### config.mk
export PLATFORM = sky130hd
export DESIGN_NAME = ex_stage
export DESIGN_NICKNAME = d
export VERILOG_FILES = /design/src/rtl/rv_pkg.sv /design/src/rtl/alu.sv /design/src/rtl/ex_stage.sv
export SDC_FILE = /design/constraint.sdc
export NUM_CORES = 1
export LEC_CHECK = 0
export BUFFER_PORTS_ARGS = -buffer_cell sky130_fd_sc_hd__buf_4
export CAP_MARGIN = 20
export CORE_AREA = 8 8 289 291
export CTS_BUF_LIST = sky130_fd_sc_hd__clkbuf_16
export DETAILED_ROUTE_END_ITERATION = 10
export DIE_AREA = 0 0 297 299
export PLACE_DENSITY = 0.5
export SYNTH_ARGS = -nofsm -noshare
export SYNTH_HDL_FRONTEND = slang
export SYNTH_SLANG_ARGS = --single-unit
export TNS_END_PERCENT = 30
### constraint.sdc
create_clock -name i_clk -period 5.8 [get_ports i_clk]
set_input_delay 0.29 -clock i_clk [delete_from_list [all_inputs] [get_ports i_clk]]
set_output_delay 0.29 -clock i_clk [all_outputs]
set_load 0.02 [all_outputs]
### src/rtl/rv_pkg.sv
// Shared RISC-V pipeline definitions: ALU opcodes, instruction opcode and
// branch funct3 constants, forwarding selects and the canonical NOP.
package rv_pkg;

  typedef enum logic [3:0] {
    ALU_ADD  = 4'd0,
    ALU_SUB  = 4'd1,
    ALU_SLL  = 4'd2,
    ALU_SLT  = 4'd3,
    ALU_SLTU = 4'd4,
    ALU_XOR  = 4'd5,
    ALU_SRL  = 4'd6,
    ALU_SRA  = 4'd7,
    ALU_OR   = 4'd8,
    ALU_AND  = 4'd9,
    ALU_LUI  = 4'd10
  } alu_op_e;

  typedef enum logic [1:0] {
    FWD_RF  = 2'd0,
    FWD_MEM = 2'd1,
    FWD_WB  = 2'd2
  } fwd_sel_e;

  localparam logic [6:0] OPC_BRANCH = 7'b1100011;
  localparam logic [6:0] OPC_JAL    = 7'b1101111;
  localparam logic [6:0] OPC_JALR   = 7'b1100111;

  localparam logic [2:0] F3_BEQ  = 3'b000;
  localparam logic [2:0] F3_BNE  = 3'b001;
  localparam logic [2:0] F3_BLT  = 3'b100;
  localparam logic [2:0] F3_BGE  = 3'b101;
  localparam logic [2:0] F3_BLTU = 3'b110;
  localparam logic [2:0] F3_BGEU = 3'b111;

  localparam logic [31:0] NOP_INSTR = 32'h0000_0013;

endpackage

### src/rtl/alu.sv
// Combinational 32-bit integer ALU. Shift amount is b[4:0]; arithmetic wraps.
import rv_pkg::*;

module alu (
  input  alu_op_e     op,
  input  logic [31:0] a,
  input  logic [31:0] b,
  output logic [31:0] result
);

  // Select the result for the requested operation; unused encodings give 0
  always_comb begin
    result = 32'd0;
    case (op)
      ALU_ADD:  result = a + b;
      ALU_SUB:  result = a - b;
      ALU_SLL:  result = a << b[4:0];
      ALU_SLT:  result = {31'd0, $signed(a) < $signed(b)};
      ALU_SLTU: result = {31'd0, a < b};
      ALU_XOR:  result = a ^ b;
      ALU_SRL:  result = a >> b[4:0];
      ALU_SRA:  result = $unsigned($signed(a) >>> b[4:0]);
      ALU_OR:   result = a | b;
      ALU_AND:  result = a & b;
      ALU_LUI:  result = b;
      default:  result = 32'd0;
    endcase
  end

endmodule

### src/rtl/ex_stage.sv
// Execute stage: operand forwarding, ALU, branch/jump resolution against the
// BTB prediction, registered redirect + BTB update, and the EX/MEM register.
// Build option: define EX_FWD_EN to enable the MEM/WB forwarding muxes;
// otherwise operands come straight from the register file values.
import rv_pkg::*;

module ex_stage (
  input  logic        i_clk,
  input  logic        i_rst,
  input  logic        i_stall,
  input  logic        i_flush,
  input  logic        i_insn_vld,
  input  logic [31:0] i_pc,
  input  logic [31:0] i_instr,
  input  logic        i_rd_wren,
  input  logic [2:0]  i_ld_en,
  input  logic        i_opa_sel,
  input  logic [1:0]  i_opb_sel,
  input  logic        i_lsu_wren,
  input  logic [3:0]  i_alu_op,
  input  logic        i_br_un,
  input  logic [1:0]  i_wb_sel,
  input  logic [31:0] i_rs1_data,
  input  logic [31:0] i_rs2_data,
  input  logic [31:0] i_imm_data,
  input  logic        i_pc_sel_BTB,
  input  logic [31:0] i_predict_pc,
  input  logic [31:0] i_csr_rdata,
  input  logic [1:0]  i_fwd_a_sel,
  input  logic [1:0]  i_fwd_b_sel,
  input  logic [31:0] i_mem_fwd_data,
  input  logic [31:0] i_wb_fwd_data,
  output logic        o_insn_vld,
  output logic [31:0] o_pc,
  output logic [31:0] o_instr,
  output logic        o_rd_wren,
  output logic [2:0]  o_ld_en,
  output logic        o_lsu_wren,
  output logic [1:0]  o_wb_sel,
  output logic [31:0] o_csr_rdata,
  output logic [31:0] o_alu_data,
  output logic [31:0] o_store_data,
  output logic        o_redirect,
  output logic [31:0] o_redirect_pc,
  output logic        o_btb_upd_en,
  output logic        o_btb_upd_taken,
  output logic [31:0] o_btb_upd_pc,
  output logic [31:0] o_btb_upd_target
);

  logic [31:0] fwd_a, fwd_b, op_a, op_b, alu_res;
  logic        is_branch, is_jal, is_jalr, is_cf;
  logic        cmp_eq, cmp_lt, br_cond, taken, mispredict;
  logic [31:0] pc_plus4, jalr_sum, target, redirect_pc_next;
  logic        squash, capture_vld, redirect_next, btb_upd_en_next;

  logic        insn_vld_reg, rd_wren_reg, lsu_wren_reg;
  logic [31:0] pc_reg, instr_reg, csr_rdata_reg, alu_data_reg, store_data_reg;
  logic [2:0]  ld_en_reg;
  logic [1:0]  wb_sel_reg;
  logic        redirect_reg, btb_upd_en_reg, btb_upd_taken_reg;
  logic [31:0] redirect_pc_reg, btb_upd_pc_reg, btb_upd_target_reg;

`ifdef EX_FWD_EN
  // Pick the freshest copy of each source operand
  always_comb begin
    fwd_a = i_rs1_data;
    fwd_b = i_rs2_data;
    case (fwd_sel_e'(i_fwd_a_sel))
      FWD_MEM: fwd_a = i_mem_fwd_data;
      FWD_WB:  fwd_a = i_wb_fwd_data;
      default: fwd_a = i_rs1_data;
    endcase
    case (fwd_sel_e'(i_fwd_b_sel))
      FWD_MEM: fwd_b = i_mem_fwd_data;
      FWD_WB:  fwd_b = i_wb_fwd_data;
      default: fwd_b = i_rs2_data;
    endcase
  end
`else
  // Without forwarding the hazard unit stalls, so the register values are current
  assign fwd_a = i_rs1_data;
  assign fwd_b = i_rs2_data;
  logic unused_fwd;
  assign unused_fwd = ^{i_fwd_a_sel, i_fwd_b_sel, i_mem_fwd_data, i_wb_fwd_data};
`endif

  // ALU operand selection; opb_sel 3 is reserved and yields zero
  always_comb begin
    op_a = i_opa_sel ? i_pc : fwd_a;
    op_b = 32'd0;
    case (i_opb_sel)
      2'd0:    op_b = fwd_b;
      2'd1:    op_b = i_imm_data;
      2'd2:    op_b = 32'd4;
      default: op_b = 32'd0;
    endcase
  end

  alu u_alu (
    .op     (alu_op_e'(i_alu_op)),
    .a      (op_a),
    .b      (op_b),
    .result (alu_res)
  );

  assign is_branch = (i_instr[6:0] == OPC_BRANCH);
  assign is_jal    = (i_instr[6:0] == OPC_JAL);
  assign is_jalr   = (i_instr[6:0] == OPC_JALR);
  assign is_cf     = is_branch | is_jal | is_jalr;

  assign cmp_eq = (fwd_a == fwd_b);
  assign cmp_lt = i_br_un ? (fwd_a < fwd_b) : ($signed(fwd_a) < $signed(fwd_b));

  // Branch condition from funct3; br_un turns BLT/BGE into their unsigned forms
  always_comb begin
    br_cond = 1'b0;
    case (i_instr[14:12])
      F3_BEQ:           br_cond = cmp_eq;
      F3_BNE:           br_cond = ~cmp_eq;
      F3_BLT, F3_BLTU:  br_cond = cmp_lt;
      F3_BGE, F3_BGEU:  br_cond = ~cmp_lt;
      default:          br_cond = 1'b0;
    endcase
  end

  assign pc_plus4  = i_pc + 32'd4;
  assign jalr_sum  = fwd_a + i_imm_data;
  assign target    = is_jalr ? {jalr_sum[31:1], 1'b0} : (i_pc + i_imm_data);
  assign taken     = is_jal | is_jalr | (is_branch & br_cond);
  assign mispredict = (taken != i_pc_sel_BTB) | (taken & (i_predict_pc != target));
  assign redirect_pc_next = taken ? target : pc_plus4;

  // The instruction behind a redirecting one is wrong-path and must not act
  assign squash          = redirect_reg;
  assign capture_vld     = i_insn_vld & ~i_flush & ~squash;
  assign redirect_next   = capture_vld & is_cf & mispredict;
  assign btb_upd_en_next = capture_vld & is_cf;

  // EX/MEM register plus redirect/BTB-update pulses; stall holds data, kills pulses
  always_ff @(posedge i_clk) begin
    if (i_rst) begin
      insn_vld_reg       <= 1'b0;
      pc_reg             <= 32'd0;
      instr_reg          <= NOP_INSTR;
      rd_wren_reg        <= 1'b0;
      ld_en_reg          <= 3'd0;
      lsu_wren_reg       <= 1'b0;
      wb_sel_reg         <= 2'd0;
      csr_rdata_reg      <= 32'd0;
      alu_data_reg       <= 32'd0;
      store_data_reg     <= 32'd0;
      redirect_reg       <= 1'b0;
      redirect_pc_reg    <= 32'd0;
      btb_upd_en_reg     <= 1'b0;
      btb_upd_taken_reg  <= 1'b0;
      btb_upd_pc_reg     <= 32'd0;
      btb_upd_target_reg <= 32'd0;
    end else if (i_stall) begin
      redirect_reg   <= 1'b0;
      btb_upd_en_reg <= 1'b0;
    end else if (i_flush || squash) begin
      insn_vld_reg       <= 1'b0;
      pc_reg             <= 32'd0;
      instr_reg          <= NOP_INSTR;
      rd_wren_reg        <= 1'b0;
      ld_en_reg          <= 3'd0;
      lsu_wren_reg       <= 1'b0;
      wb_sel_reg         <= 2'd0;
      csr_rdata_reg      <= 32'd0;
      alu_data_reg       <= 32'd0;
      store_data_reg     <= 32'd0;
      redirect_reg       <= 1'b0;
      redirect_pc_reg    <= 32'd0;
      btb_upd_en_reg     <= 1'b0;
      btb_upd_taken_reg  <= 1'b0;
      btb_upd_pc_reg     <= 32'd0;
      btb_upd_target_reg <= 32'd0;
    end else begin
      insn_vld_reg       <= i_insn_vld;
      pc_reg             <= i_pc;
      instr_reg          <= i_instr;
      rd_wren_reg        <= i_rd_wren;
      ld_en_reg          <= i_ld_en;
      lsu_wren_reg       <= i_lsu_wren;
      wb_sel_reg         <= i_wb_sel;
      csr_rdata_reg      <= i_csr_rdata;
      alu_data_reg       <= alu_res;
      store_data_reg     <= fwd_b;
      redirect_reg       <= redirect_next;
      redirect_pc_reg    <= redirect_pc_next;
      btb_upd_en_reg     <= btb_upd_en_next;
      btb_upd_taken_reg  <= taken;
      btb_upd_pc_reg     <= i_pc;
      btb_upd_target_reg <= target;
    end
  end

  assign o_insn_vld       = insn_vld_reg;
  assign o_pc             = pc_reg;
  assign o_instr          = instr_reg;
  assign o_rd_wren        = rd_wren_reg;
  assign o_ld_en          = ld_en_reg;
  assign o_lsu_wren       = lsu_wren_reg;
  assign o_wb_sel         = wb_sel_reg;
  assign o_csr_rdata      = csr_rdata_reg;
  assign o_alu_data       = alu_data_reg;
  assign o_store_data     = store_data_reg;
  assign o_redirect       = redirect_reg;
  assign o_redirect_pc    = redirect_pc_reg;
  assign o_btb_upd_en     = btb_upd_en_reg;
  assign o_btb_upd_taken  = btb_upd_taken_reg;
  assign o_btb_upd_pc     = btb_upd_pc_reg;
  assign o_btb_upd_target = btb_upd_target_reg;

endmodule
==> impl_metrics.yaml, run 1 <==
run_status:
  run_status: "finished clean"
synthesis:
  synth.top_cells.by_area: "dfxtp_1 (20%), ha_1 (11%), nor2_1 (7.7%), a21oi_1 (6.6%), a22oi_1 (5.5%)"
  synth_cells: 3252
  ys_seq_area_share_pct: 20.1
  yosys.cell_types.count: 94
  synth.cell_area_um2: 23400
  synthTopCellsByCount: "nor2_1 (482), a21oi_1 (306), nand2_1 (243), dfxtp_1 (235), clkbuf_1 (202)"
  synth_flop_cell: "dfxtp_1"
  netlist.area_leader.share_pct: 20.1
  post_synth.cell_area_avg_um2: 7.19
  asyncSetResetFlopFracSynth_pct: 0
  ys_ff_latch: 235
  synthDominantAreaCellType: "dfxtp_1"
  synthesis.yosys.warnings: 0
  synth.most_common_cell: "nor2_1"
  synth_fp_nets: 3767
  synth_edf_count: 0
die:
  die_y_um: 299
  floorplan.core_area_um2: 78600
  num_io_pins: 580
  initial_core_util_pct: 29.7
  floorplan_die_area_um2: 88800
  die_width_um: 297
  core.rowCount: 103
timing:
  tightestPinTransition_ns: 1.18
  final_clock_skew_ns: 0.0165
  holdWs_ns: 0.0319
  finalHoldViolations: 0
  max_clock_freq_mhz: 211
  min_period_ns: 4.73
  final.period_utilization_pct: 81.6
  setup_repair_after_global_routing_missed_its_margin: "false"
  finalMaxSlewViolations: 0
  tns_ns: 0
  setup-violations-final: 0
  relSlewSlack_pct: 21.4
global_routing:
  grt_start_max_net_pins: 180
  grt_first_pass_wirelength_um: 183000
  grt_use_total_pct: 26.8
  grt_antenna_before_repair: 13
  grt_pass1_vias: 26700
  grt.overflow.total: 0
final_layout:
  nNetsFinal: 4236
  final_layout_size_suffix_gt1_share_pct: 18.2
  syn_to_final_growth_pct: 28.8
  post-route-cell-area_um2: 30100
place:
  detailed_place_hpwl_um: 102000
  port_buffers: 511
  gp_congestion: 1.03
  placed_area_um2: 28000
power:
  power.sequential.fraction_pct: 27.4
  cellLeakagePower_nw: 13.2
  power_density_nw_per_um2: 210
  switching_pwr_w: 0.00261
  power_frac_comb_pct: 43.6
  power_switching_share_pct: 41.4
  cell_internal_pwr_w: 0.00370
  pwr-share-clk_pct: 29.0
  fin_total_pwr_w: 0.00631
  vdd_ir_drop_max_mv: 0.257
drt:
  firstDrtPassIters: 6
  route.final.wire_length_um: 127000
  detail_route.vias_per_cell: 5.69
  wire_length_per_cell_after_detailed_routing_um: 26.5
  routed-via-count: 27300
  drt_iter0_markers: 2926
  route.detailed.drc: 0
  antenna_left: 0
critical_path:
  crit_required_ns: 6.24
  critPathArrivalTime_ns: 5.17
  max_stage_delay_ns: 0.54
  critical_path_peak_fanout: 13
  worst_setup_path_start_kind: "primary input"
  critical_path.slowest_cell: "dlygate4sd3_1"
  critPathKind: "primary input to register"
  crit_path_cell_trace: "dlygate4sd3_1 > buf_4 > mux2i_1 > buf_4 > or2_2 > ha_1 > nand2b_1 > a21oi_1 > o31ai_1 > a21oi_1 > o21ai_1 > o41ai_1 > buf_4 > a31oi_1 > o31a_1 > a21boi_1 > mux2_1 > a221oi_1 > a211oi_1"
  worst_setup_path_end_kind: "register"
  critPathBufInv: 4
  critPathTopFamily: "compound AO/OA/AOI/OAI gates"
  cp_common_cell: "buf_4"
clocking:
  later_pin_clock_latency_in_the_skew_report_ns: 0.62
  clkTransAtPathRegs_ns: 0.06
  clock_tree.buffer_depth: 3
  ctsHtreeMaxLevel: 1
  cts.root.buffer_cell: "clkbuf_16"
  cts-buffers-inserted: 30
  cts.sinks: 235
  tritoncts: "yes"
  total_setup_buffers_inserted_after_cts: 0
run:
  timing.max_cap.violations: 0
min_path:
  hold_path.class: "primary input to register"
final cells by class:
type	count	area (µm²)
antenna	4	10.0
sequential	235	4700
multi-input combinational	2606	17000
fill	8465	48500
clock inverter	20	170
clock buffer	30	751
tap	1050	1310
inverter	152	571
timing repair buffer	696	5550
tightest hold or removal path: stages:
cell and delay [ns]:
buf_4 0.16, a22oi_1 0.08, nor2_1 0.08
state kept, by name (all words and copies together) (netlist names):
register	flops
o_alu_data	32
o_btb_upd_en	1
o_btb_upd_pc	32
o_btb_upd_taken	1
o_btb_upd_target	32
o_csr_rdata	32
o_insn_vld	1
o_instr	32
o_ld_en	3
o_lsu_wren	1
o_rd_wren	1
o_redirect	1
o_redirect_pc	32
o_store_data	32
o_wb_sel	2
cells by family (layout without fill, tap and decap cells):
logic type      Yosys count  in the layout  synth area share, %
other cells               0              4                    0
flops                   235            235                 20.1
buf+inv                 411            898                 7.15
mux                     137            137                 6.36
compound gates         1094           1094                 30.6
xor+xnor                129            129                 4.89
simple gates           1044           1044                 19.9
fa+ha+maj               202            202                 10.9
cell usage in the layout, fill, tap and decap left out, drive strengths merged, types with 15 or more instances in the layout:
master       synthesis  routed
mux2i              117     117
o21a                19      19
o221ai              19      19
xnor2               70      70
a21oi              307     307
o21bai              19      19
a31oi               34      34
dlygate4sd3          0     119
and3                23      23
nor2               483     483
o22ai               26      26
nand2b              25      25
xor2                58      58
nor4                18      18
nand2              243     243
clkinv               4      15
dfxtp              235     235
clkbuf             202      32
a222oi              19      19
a221oi              35      35
a21o                50      50
a22oi              171     171
o21ai              208     208
nor3                68      68
a211oi              40      40
or2                 23      23
o211ai              24      24
o31ai               17      17
nand3               60      60
inv                148     154
ha                 198     198
nor2b               20      20
buf                 57     575
nand4               28      28
power groups by stage:
stage / Sequential [W] / Combinational [W] / Clock, W
after floorplan: 0.00183 / 0.00152 / 0
after global placement: 0.00176 / 0.00263 / 0
after detailed placement: 0.00176 / 0.00262 / 0
after CTS: 0.00173 / 0.00270 / 0.00187
after global routing: 0.00174 / 0.00294 / 0.00194
final: 0.00173 / 0.00275 / 0.00183
metal layers:
layer	global-route usage (%)	vias up	wire length, µm
met2	45.4	1133	60000
met4	9.36	16	4960
li1	-	12700	-
met5	0	-	103
met1	33.1	13200	51900
met3	6.20	200	9970
worst paths after layout:
kind         cells past startpoint          start           endpoint  slack [ns]
max                             19  i_rs2_data[1]     o_alu_data[31]        1.07
min                              3        i_pc[5]    o_btb_upd_pc[5]        0.03
max reg2reg                      6     o_redirect  o_redirect_pc[20]        3.37
min reg2reg                      2  o_alu_data[4]      o_alu_data[4]        0.47
stage by stage:
step / utilization (%) / std cells / setup slack, ns
2_1_floorplan: - / 3252 / 0.742
3_3_place_gp: 35.6 / 4620 / 0.822
3_5_place_dp: 35.6 / 4620 / 0.762
4_1_cts: 38.3 / 4789 / 1.15
5_1_grt: 38.3 / 4790 / 0.899
6_report: 38.3 / 4793 / 1.07
what timing repair did:
item	in CTS	in global routing
resized for setup	0	0
hold endpoints to repair	120	0
setup endpoints to repair	0	0
hold buffers	119	0
No activity file was read; power rests on OpenSTA's default activity.
==> run 2: changes to the inputs <==
ABC_AREA = 1   (was not set)
CORE_AREA = 8 8 305 307   (was 8 8 289 291)
DIE_AREA = 0 0 313 315   (was 0 0 297 299)
PLACE_DENSITY = 0.49   (was 0.5)
clock period = 4.9 ns   (was 5.8 ns; I/O delays follow)
==> run 2 against run 1 <==
Effect of this change:
- via count rose by 24%
- core utilization shrank 0.53 points
- clock skew is 0.020 ns higher
- sequential power rose by 18%
- register-to-register slack got worse by 0.95 ns
- first-iteration DRC count is 27% higher
- worst setup slack worse by 0.30 ns
- combinational power grew 28%
- wire length grew 21%
- critical path type unchanged
- largest power group unchanged
==> impl_metrics.yaml, run 2 <==
timing:
  min_period_ns: 4.13
  finalHoldViolations: 0
  finalMaxSlewViolations: 0
  tns_ns: 0
  setup_repair_after_global_routing_missed_its_margin: "false"
  tightestPinTransition_ns: 1.10
  final.period_utilization_pct: 84.3
  relSlewSlack_pct: 26.1
  final.setup.worst_slack_ns: 0.770
  setup-violations-final: 0
  final_clock_skew_ns: 0.0362
  max_clock_freq_mhz: 242
die:
  initial_core_util_pct: 29.9
  floorplan_die_area_um2: 98600
  die_y_um: 315
  core.rowCount: 109
  floorplan.core_area_um2: 88000
  die_width_um: 313
  num_io_pins: 580
synthesis:
  synth.top_cells.by_area: "nand2_1 (21%), dfxtp_1 (18%), ha_1 (9.4%), a21oi_1 (8.9%), inv_1 (8.8%)"
  synthDominantAreaCellType: "nand2_1"
  synth.most_common_cell: "nand2_1"
  ys_ff_latch: 235
  synthTopCellsByCount: "nand2_1 (1490), inv_1 (613), a21oi_1 (469), nand3_1 (416), nor2_1 (301)"
  synth.cell_area_um2: 26300
  netlist.area_leader.share_pct: 21.3
  ys_seq_area_share_pct: 17.9
  post_synth.cell_area_avg_um2: 5.64
  synthesis.yosys.warnings: 0
  synth_edf_count: 0
  yosys.cell_types.count: 63
  asyncSetResetFlopFracSynth_pct: 0
  synth_cells: 4659
  synth_fp_nets: 5174
  synth_flop_cell: "dfxtp_1"
drt:
  detail_route.vias_per_cell: 5.32
  wire_length_per_cell_after_detailed_routing_um: 24.1
  route.final.wire_length_um: 153000
  route.detailed.drc: 0
  antenna_left: 0
  firstDrtPassIters: 6
  drt_iter0_markers: 3728
  routed-via-count: 33800
clocking:
  total_setup_buffers_inserted_after_cts: 0
  clkTransAtPathRegs_ns: 0.06
  cts-buffers-inserted: 28
  cts.root.buffer_cell: "clkbuf_16"
  later_pin_clock_latency_in_the_skew_report_ns: 0.63
  cts_repair_resize_count: 0
  clock_tree.buffer_depth: 3
  tritoncts: "yes"
  cts.sinks: 235
  ctsHtreeMaxLevel: 1
  cts-hold-fix-buffers: 133
critical_path:
  worst_r2r_endpoint: "o_redirect_pc[21]"
  critical_path_peak_fanout: 3
  worstSetupStartpoint: "i_rs2_data[31]"
  length_in_cells_of_the_worst_reg_to_reg_path: 8
  critPathArrivalTime_ns: 4.64
  end_point_of_the_critical_path: "o_redirect"
  r2r-start: "o_redirect"
  critPathKind: "primary input to register"
  crit_required_ns: 5.41
  worst_setup_path_start_kind: "primary input"
  worst_setup_path_end_kind: "register"
  worst-r2r-setup-slack_ns: 2.42
run_status:
  run_status: "finished clean"
final_layout:
  syn_to_final_growth_pct: 26.4
  final_layout_size_suffix_gt1_share_pct: 13.2
  nNetsFinal: 5680
  most-common-layout-cells: "nand2_1 (1490), inv_1 (617), buf_4 (564)"
  nFillCells: 9860
  layout.area.seq_um2: 4700
  layout_commonest_cell: "nand2_1"
  stdcell_count: 6355
  multiInputGateArea_um2: 18100
global_routing:
  grt_start_max_net_pins: 148
  met1_usage_pct: 39.7
  grt_first_pass_wirelength_um: 217000
  gr-usage-met3_pct: 7.29
  grt_most_used_layer: "met2"
  grt_use_total_pct: 29.3
  grt_antenna_before_repair: 10
  globalRouteMet2Util_pct: 44.7
  grt.overflow.total: 0
  grt_pass1_vias: 31200
power:
  vdd_ir_drop_max_mv: 0.211
  cellLeakagePower_nw: 16.6
  power_density_nw_per_um2: 235
place:
  port_buffers: 511
  dp_worst_setup_slack_ns: 0.733
  gp_congestion: 1.00
  detailed_place_hpwl_um: 126000
  placed_cells: 6167
run:
  timing.max_cap.violations: 0
min_path:
  hold_path.class: "primary input to register"
## run 2: cell count changes after synthesis, sizes merged, moves of 163 or more
cell | previous run | this run
a22oi | 171 | 0
nand2 | 243 | 1503
nor2 | 483 | 312
inv | 148 | 626
nand3 | 60 | 421
a21oi | 307 | 470
## run 2: per-layer routing
metal,wire [µm],up-vias
li1,-,16200
met2,64300,1608
met3,16000,242
met5,55,-
met1,66500,15800
met4,6550,8
## run 2: cell type report
type	instances	area share (%)
diodes	4	0.0301
clock inverters	23	0.787
repair buffers	700	16.9
clock buffers	28	2.11
flip-flops and latches	235	14.2
multi-input cells	3573	54.5
well taps	1165	4.39
inverters	627	7.09
## run 2: worst max-delay path, cell delays in order
cell and delay (ns):
dlygate4sd3_1 0.53, buf_4 0.16, inv_1 0.07, ha_1 0.51
nand2_1 0.15, nor2_1 0.14, nor3b_2 0.47, nand2_1 0.30
o21ai_1 0.22, nor2_1 0.08, a21oi_1 0.73, nand2_1 0.11
nor2_1 0.25, nand4_1 0.16, nor2_1 0.43, nor2_1 0.07
## run 2: logic make-up after synthesis
logic type      Yosys count  share of synthesized area (%)
fa+ha+maj               202                           9.73
mux                       4                          0.152
buf+inv                 851                           13.3
simple gates           2411                           38.5
xor+xnor                 19                          0.633
flops                   235                           17.9
compound gates          937                           19.8
## run 2: how the worst min path moves through the flow
stage | endpoint | startpoint | slack (ns) | depth (start not counted)
floorplan | o_instr[0] | i_instr[0] | 0.38 | 2
global route | o_btb_upd_pc[23] | i_pc[23] | 0.05 | 3
finish | o_btb_upd_pc[23] | i_pc[23] | 0.06 | 3
detailed placement | o_instr[7] | o_instr[7] | 0.46 | 2
CTS | o_btb_upd_pc[24] | i_pc[24] | 0.01 | 3
global placement | o_csr_rdata[6] | o_csr_rdata[6] | 0.45 | 2
## run 2: stage by stage
stage	cell area (µm²)	total power, W	hold WS [ns]	utilization (%)
floorplan	26300	0.00409	0.376	-
detailed placement	30900	0.00541	0.456	35.1
CTS	33200	0.00780	0.0133	37.7
global route	33200	0.00823	0.0544	37.7
finish	33200	0.00780	0.0631	37.8
global placement	30900	0.00541	0.453	35.1
## run 2: report_power, final
part	switching, W	internal (W)
Clock	0.000942	0.00130
Sequential	0.0000500	0.00199
Combinational	0.00242	0.00110
